`src/rtl/pic_boot_pkg.sv`:
```
// Shared types and constants for the PIC boot path (UFM shadow loader and friends).
package pic_boot_pkg;

  typedef enum logic [2:0] {
    ST_IDLE,
    ST_REQ,
    ST_WAIT_VALID,
    ST_WRITE,
    ST_CHECK,
    ST_DONE,
    ST_ERROR
  } loader_state_e;

  localparam logic [3:0] ROM_BE_ALL    = 4'hF;
  localparam logic [1:0] UFM_BURST_ONE = 2'd1;

endpackage

```
`src/rtl/ufm_rd_timeout.sv`:
```
// Per-word watchdog for UFM reads: reloads while idle, counts down while a read is in flight.
module ufm_rd_timeout #(
  parameter int TIMEOUT = 1023
) (
  input  logic clk,
  input  logic reset,
  input  logic i_load,
  input  logic i_en,
  output logic o_expired
);

  localparam int CW = $clog2(TIMEOUT + 1);

  logic [CW-1:0] r_count;

  always_ff @(posedge clk) begin
    if (reset) begin
      r_count <= CW'(TIMEOUT);
    end else if (i_load) begin
      r_count <= CW'(TIMEOUT);
    end else if (i_en && (r_count != '0)) begin
      r_count <= r_count - CW'(1);
    end
  end

  // Fires on the TIMEOUT-th enabled cycle since the last reload.
  assign o_expired = i_en && (r_count <= CW'(1));

endmodule

```
`src/rtl/ufm_rom_shadow_loader.sv`:
```
// Copies the PIC image from UFM into the PIC RAM-as-ROM and holds the core in reset until done.
// Define UFM_SHADOW_CHECKSUM_EN to verify a trailing sum word before releasing the core.
module ufm_rom_shadow_loader
  import pic_boot_pkg::*;
#(
  parameter int WORDS      = 512,
  parameter int UFM_BASE   = 0,
  parameter int UFM_AW     = 16,
  parameter int ROM_AW     = 9,
  parameter int TIMEOUT    = 1023,
  parameter int AUTO_START = 1
) (
  input  logic              clk,
  input  logic              reset,
  input  logic              i_start,
  output logic [UFM_AW-1:0] o_ufm_addr,
  output logic              o_ufm_read,
  output logic [1:0]        o_ufm_burstcount,
  input  logic [31:0]       i_ufm_readdata,
  input  logic              i_ufm_waitrequest,
  input  logic              i_ufm_readdatavalid,
  output logic [ROM_AW-1:0] o_rom_wr_addr,
  output logic [31:0]       o_rom_wr_data,
  output logic [3:0]        o_rom_wr_be,
  output logic              o_rom_wr_we,
  output logic              o_busy,
  output logic              o_done,
  output logic              o_error,
  output logic              o_cpu_hold
);

  localparam int IW = ROM_AW + 1;
`ifdef UFM_SHADOW_CHECKSUM_EN
  localparam bit CHECKSUM_EN = 1'b1;
`else
  localparam bit CHECKSUM_EN = 1'b0;
`endif

  loader_state_e     r_state;
  logic [IW-1:0]     r_index;
  logic              r_auto_arm;
  logic [UFM_AW-1:0] r_ufm_addr;
  logic              r_ufm_read;
  logic [ROM_AW-1:0] r_rom_addr;
  logic [31:0]       r_rom_data;
  logic [3:0]        r_rom_be;
  logic              r_rom_we;
  logic              r_busy;
  logic              r_done;
  logic              r_error;
  logic              r_hold;

  logic              w_counting;
  logic              w_expired;
  logic              w_launch;
  logic              w_last_word;
  logic              w_sum_word;
  logic              w_sum_ok;
  logic [IW-1:0]     w_index_inc;

  assign w_counting  = (r_state == ST_REQ) || (r_state == ST_WAIT_VALID);
  assign w_index_inc = r_index + IW'(1);
  assign w_last_word = (r_index == IW'(WORDS - 1));
  assign w_launch    = ((r_state == ST_IDLE) || (r_state == ST_DONE) || (r_state == ST_ERROR)) &&
                       (i_start || (r_auto_arm && (AUTO_START != 0)));

  ufm_rd_timeout #(
    .TIMEOUT(TIMEOUT)
  ) u_rd_timeout (
    .clk      (clk),
    .reset    (reset),
    .i_load   (!w_counting),
    .i_en     (w_counting),
    .o_expired(w_expired)
  );

`ifdef UFM_SHADOW_CHECKSUM_EN
  logic [31:0] r_sum;
  logic [31:0] r_exp_sum;

  assign w_sum_word = (r_index == IW'(WORDS));
  assign w_sum_ok   = (r_sum == r_exp_sum);

  // The word just past the image is the expected sum; it is captured, never written to ROM.
  always_ff @(posedge clk) begin
    if (reset) begin
      r_sum     <= '0;
      r_exp_sum <= '0;
    end else if (w_launch) begin
      r_sum <= '0;
    end else if ((r_state == ST_WAIT_VALID) && i_ufm_readdatavalid) begin
      if (w_sum_word) begin
        r_exp_sum <= i_ufm_readdata;
      end else begin
        r_sum <= r_sum + i_ufm_readdata;
      end
    end
  end
`else
  assign w_sum_word = 1'b0;
  assign w_sum_ok   = 1'b1;
`endif

  always_ff @(posedge clk) begin
    if (reset) begin
      r_state    <= ST_IDLE;
      r_index    <= '0;
      r_auto_arm <= 1'b1;
      r_ufm_addr <= '0;
      r_ufm_read <= 1'b0;
      r_rom_addr <= '0;
      r_rom_data <= '0;
      r_rom_be   <= '0;
      r_rom_we   <= 1'b0;
      r_busy     <= 1'b0;
      r_done     <= 1'b0;
      r_error    <= 1'b0;
      r_hold     <= 1'b1;
    end else begin
      r_rom_we   <= 1'b0;
      r_rom_be   <= '0;
      r_auto_arm <= 1'b0;
      case (r_state)
        ST_IDLE, ST_DONE, ST_ERROR: begin
          if (w_launch) begin
            r_state    <= ST_REQ;
            r_index    <= '0;
            r_ufm_addr <= UFM_AW'(UFM_BASE);
            r_ufm_read <= 1'b1;
            r_busy     <= 1'b1;
            r_done     <= 1'b0;
            r_error    <= 1'b0;
            r_hold     <= 1'b1;
          end
        end
        ST_REQ: begin
          if (!i_ufm_waitrequest) begin
            r_ufm_read <= 1'b0;
            r_state    <= ST_WAIT_VALID;
          end else if (w_expired) begin
            r_ufm_read <= 1'b0;
            r_busy     <= 1'b0;
            r_error    <= 1'b1;
            r_state    <= ST_ERROR;
          end
        end
        // Data arriving on the final timeout cycle still counts as a good read.
        ST_WAIT_VALID: begin
          if (i_ufm_readdatavalid) begin
            if (w_sum_word) begin
              r_state <= ST_CHECK;
            end else begin
              r_rom_addr <= r_index[ROM_AW-1:0];
              r_rom_data <= i_ufm_readdata;
              r_rom_be   <= ROM_BE_ALL;
              r_rom_we   <= 1'b1;
              r_state    <= ST_WRITE;
            end
          end else if (w_expired) begin
            r_busy  <= 1'b0;
            r_error <= 1'b1;
            r_state <= ST_ERROR;
          end
        end
        ST_WRITE: begin
          if (w_last_word && !CHECKSUM_EN) begin
            r_busy  <= 1'b0;
            r_done  <= 1'b1;
            r_hold  <= 1'b0;
            r_state <= ST_DONE;
          end else begin
            r_index    <= w_index_inc;
            r_ufm_addr <= UFM_AW'(UFM_BASE) + UFM_AW'(w_index_inc);
            r_ufm_read <= 1'b1;
            r_state    <= ST_REQ;
          end
        end
        ST_CHECK: begin
          r_busy <= 1'b0;
          if (w_sum_ok) begin
            r_done  <= 1'b1;
            r_hold  <= 1'b0;
            r_state <= ST_DONE;
          end else begin
            r_error <= 1'b1;
            r_state <= ST_ERROR;
          end
        end
        default: begin
          r_state <= ST_IDLE;
        end
      endcase
    end
  end

  assign o_ufm_addr       = r_ufm_addr;
  assign o_ufm_read       = r_ufm_read;
  assign o_ufm_burstcount = UFM_BURST_ONE;
  assign o_rom_wr_addr    = r_rom_addr;
  assign o_rom_wr_data    = r_rom_data;
  assign o_rom_wr_be      = r_rom_be;
  assign o_rom_wr_we      = r_rom_we;
  assign o_busy           = r_busy;
  assign o_done           = r_done;
  assign o_error          = r_error;
  assign o_cpu_hold       = r_hold;

endmodule

```
`config.mk`:
```
export PLATFORM = sky130hd
export DESIGN_NAME = ufm_rom_shadow_loader
export DESIGN_NICKNAME = d
export VERILOG_FILES = /design/src/rtl/pic_boot_pkg.sv /design/src/rtl/ufm_rd_timeout.sv /design/src/rtl/ufm_rom_shadow_loader.sv
export SDC_FILE = /design/constraint.sdc
export NUM_CORES = 1
export LEC_CHECK = 0
export BUFFER_PORTS_ARGS = -buffer_cell sky130_fd_sc_hd__buf_2
export CAP_MARGIN = 20
export CORE_UTILIZATION = 54
export DETAILED_ROUTE_END_ITERATION = 10
export GPL_ROUTABILITY_DRIVEN = 0
export GPL_TIMING_DRIVEN = 0
export PLACE_DENSITY = 0.86
export SYNTH_ARGS = -nofsm -noshare
export SYNTH_HDL_FRONTEND = slang
export SYNTH_SLANG_ARGS = --single-unit
export TNS_END_PERCENT = 20
```
`constraint.sdc`:
```
create_clock -name clk -period 2.5 [get_ports clk]
set_input_delay 0.125 -clock clk [delete_from_list [all_inputs] [get_ports clk]]
set_output_delay 0.125 -clock clk [all_outputs]
set_load 0.03 [all_outputs]
```
==> metrics.log <==
[metrics] XOR/XNOR Fraction of Synth Area: 0.0338
[metrics] period utilization: 0.777
[metrics] commonest non-fill, non-tap cell in the layout: buf_2
[metrics] multi-input combinational cell area: 1500 um^2
[metrics] final setup violation count: 0
[metrics] routed wire length per instance: between 10 and 15 um
[metrics] clk_lat worst skew: between 300 and 400 ps
[metrics] library cells used by synthesis: 59
[metrics] multiplexer share of the synthesized area: 0.0103
[metrics] final antenna-violating net count: 0
[metrics] EDFF count, synth: 0
[metrics] crit end category: flip-flop
[metrics] setup TNS after final layout: 0 ps
[metrics] H-tree levels: 3
[metrics] top library cells by usage in the layout, fill and taps aside: buf_2 (101), nand2_1 (100), dfxtp_1 (71)
[metrics] total of warnings raised by yosys: 0
[metrics] Filler Cells Inserted: around 460
[metrics] Crit Path Category: flip-flop to flip-flop
[metrics] clock tree from TritonCTS: yes
[metrics] leakage power: 1.74 nW
[metrics] Synth Area in Adders: 0.0151
[metrics] area share of and/or/nand/nor cells after synthesis: 0.242
[metrics] clock sinks: 71
[metrics] violation count after the first detailed-routing iteration: 100
[metrics] Post-synth top flop: dfxtp_1
[metrics] final setup skew: 7.31 ps
[metrics] vias in the first global route: ~2.9k
[metrics] post-synthesis compound-gate area fraction: 0.167
[metrics] Slew Limit Fails: 0
[metrics] highest ir drop seen on vdd: 0.490 mV
[metrics] share of synthesized area occupied by flip-flops and latches: 0.452
[metrics] CP Max Fanout: 5
[metrics] worst max-slew margin expressed relative to the limit: 0.598
[metrics] run status: completed
[metrics] total length of routed wires: between 7000 and 8000 um
[metrics] Setup Buffers After CTS: 0
[metrics] Arrival @ worst endpoint: 2180 ps
[metrics] RSZ-0062 raised after global routing: no
[metrics] power per cell area: about 620 nW/um^2
[metrics] area of the core: between 5000 and 6000 um^2
[metrics] nature of the critical path startpoint: flip-flop
[metrics] sum of net half-perimeters after detailed placement: 5570 um
[metrics] height of the die: 78.3 um
[metrics] post-layout net count: between 500 and 600
[metrics] number of cells produced by synthesis: 370
[metrics] area of the mapped netlist: 3140 um^2
[metrics] main combinational cell family by area after synthesis: simple AND/OR/NAND/NOR gates
[metrics] root buffer selected by CTS: clkbuf_8
[metrics] Hold/Removal Path Class: input pin to flip-flop
[metrics] total gr overflow: 0
[metrics] Synth async-reset ratio: 0
[metrics] transition at the pin with the smallest max-transition slack: around 600 ps
[metrics] Horiz. Die Dim: roughly 78 um
[metrics] routed vias: ~3.0k
[metrics] Cell Rows: 27
[metrics] DRC Markers: 0
[metrics] Antenna Cells: 0
[metrics] ratio of routed vias to standard cells: roughly 5.3
[metrics] area added between synthesis and finish: 25.6%
[metrics] number of hold violations in the final report: 0
[metrics] Final Core Density: 0.709
[metrics] Maximum Capacitance Violations: 0
[metrics] minimum period implied by the final worst setup slack: 1940 ps
[metrics] number of standard cells in the layout, taps in and fillers out: around 560
[metrics] total routing usage reported by global routing: 0.260
[metrics] fraction of layout instances using a drive strength above 1: 0.299
[metrics] Max Clk Rate: 0.515 GHz
[metrics] effective utilization at floorplan: 0.564
[metrics] Longest Clk Path Bufs: 2
[metrics] I/O pin count: ~110
[metrics] flip-flop and latch count after synthesis: 71
[metrics] number of antenna violations at the first check in global routing: 0
[metrics] Avg Synthesized Cell Area: approximately 8.5 um^2
[metrics] count of instances resized after the clock tree is built: 0
[metrics] Worst Path Required: between 2000 and 3000 ps
[metrics] maximum number of pins on one net before global-route repair: 12
[metrics] placed instance count: about 550
[metrics] area of the die: around 6000 um^2
[metrics] register clock-pin slew on the reported worst setup and hold paths: around 80 ps
[metrics] hold buffers post-CTS: 1
[metrics] area taken by flip-flops and latches: ~1400 um^2
[metrics] count of port buffers added during placement: between 90 and 100
[metrics] number of buffers created by CTS: 9
[metrics] first-pass GRT wire length: around 13000 um
[metrics] length of the first detailed-routing pass in iterations: 4
==> per-stage QoR <==
step | worst slack [ps] | instance area, um^2 | hold WS [ps] | total power [mW]
global route | 365 | 3950 | 2.30 | 2.54
finish | 557 | 3950 | 10.4 | 2.45
global placement | 598 | 3740 | 261 | 1.53
floorplan | 544 | 3170 | 153 | 1.45
detailed placement | 576 | 3740 | 262 | 1.54
CTS | 534 | 3950 | 2.84 | 2.46
==> flip-flops by register name, indices dropped and copies added, names as in the netlist <==
signal,count
o_rom_wr_data,32
o_ufm_addr,10
u_rd_timeout.r_count,10
o_rom_wr_addr,9
r_state,3
o_busy,1
o_cpu_hold,1
o_done,1
o_error,1
o_rom_wr_be,1
o_ufm_read,1
r_auto_arm,1
==> path summary, 6_finish.rpt <==
check	startpoint	end	slack, ps	depth (start not counted)
min reg2reg	o_rom_wr_data[29]$_SDFFE_PP0P_	o_rom_wr_data[29]$_SDFFE_PP0P_	450	2
min	i_ufm_readdata[21]	o_rom_wr_data[21]$_SDFFE_PP0P_	10	3
max	o_ufm_addr[0]$_SDFFE_PP0P_	o_busy$_SDFFE_PP0P_	560	5
max reg2reg	o_ufm_addr[0]$_SDFFE_PP0P_	o_busy$_SDFFE_PP0P_	560	5
==> synth_stat cells, types with 2 or more instances <==
cell type | instances | area share
o21ai_0 | 4 | 0.0064
dfxtp_1 | 71 | 0.45
and3_1 | 4 | 0.0080
nor4_4 | 2 | 0.014
o21ai_1 | 2 | 0.0032
conb_1 | 2 | 0.0024
buf_2 | 4 | 0.0064
inv_1 | 7 | 0.0084
ha_1 | 3 | 0.012
buf_4 | 13 | 0.031
nand3b_1 | 2 | 0.0048
nand4b_1 | 3 | 0.0084
or3_1 | 2 | 0.0040
a21oi_1 | 50 | 0.080
nand3_1 | 12 | 0.019
buf_6 | 3 | 0.011
clkbuf_1 | 13 | 0.016
nand2_1 | 100 | 0.12
o21bai_1 | 2 | 0.0048
nor3_1 | 2 | 0.0032
xnor2_1 | 2 | 0.0056
o31ai_1 | 5 | 0.012
xor2_1 | 7 | 0.019
o211ai_1 | 2 | 0.0048
nand4_1 | 2 | 0.0040
or4_1 | 6 | 0.014
nand2b_1 | 2 | 0.0040
nor2_1 | 12 | 0.014
==> per-layer routing <==
| metal | global-route usage | part of all wire | vias to the layer above |
|---|---|---|---|
| li1 | - | - | 1470 |
| met1 | 0.287 | 0.41 | 1396 |
| met2 | 0.454 | 0.50 | 105 |
| met3 | 0.0930 | 0.065 | 20 |
| met4 | 0.100 | 0.023 | 0 |
| met5 | 0 | 0 | - |
==> critical path, cell delays in order (launching register included) <==
cell       delay (ps)
dfxtp_1           420
ha_1              290
nand3b_1          150
o311a_4           360
a211o_1           250
a2111oi_2         360
==> cell families after synthesis <==
group,Yosys count
xor+xnor,10
flops,71
simple gates,158
buf+inv,41
mux,2
other cells,2
fa+ha+maj,4
compound gates,82
==> power breakdown <==
part / switching (mW) / leakage (nW) / internal [mW] / total (mW)
clock: 0.421 / 0.0985 / 0.509 / 0.930
sequential: 0.0197 / 0.575 / 1.16 / 1.18
combinational: 0.209 / 1.07 / 0.131 / 0.340
total: 0.650 / 1.74 / 1.80 / 2.45
==> area by class of cell <==
cell class,count,area share
Multi-Input combinational cell,264,0.380
Sequential cell,71,0.360
Timing Repair Buffer,98,0.125
Buffer,33,0.0507
Clock buffer,12,0.0393
Tap cell,72,0.0228
Inverter,8,0.0111
Clock inverter,3,0.0108
Power figures use the tool's default switching activity.
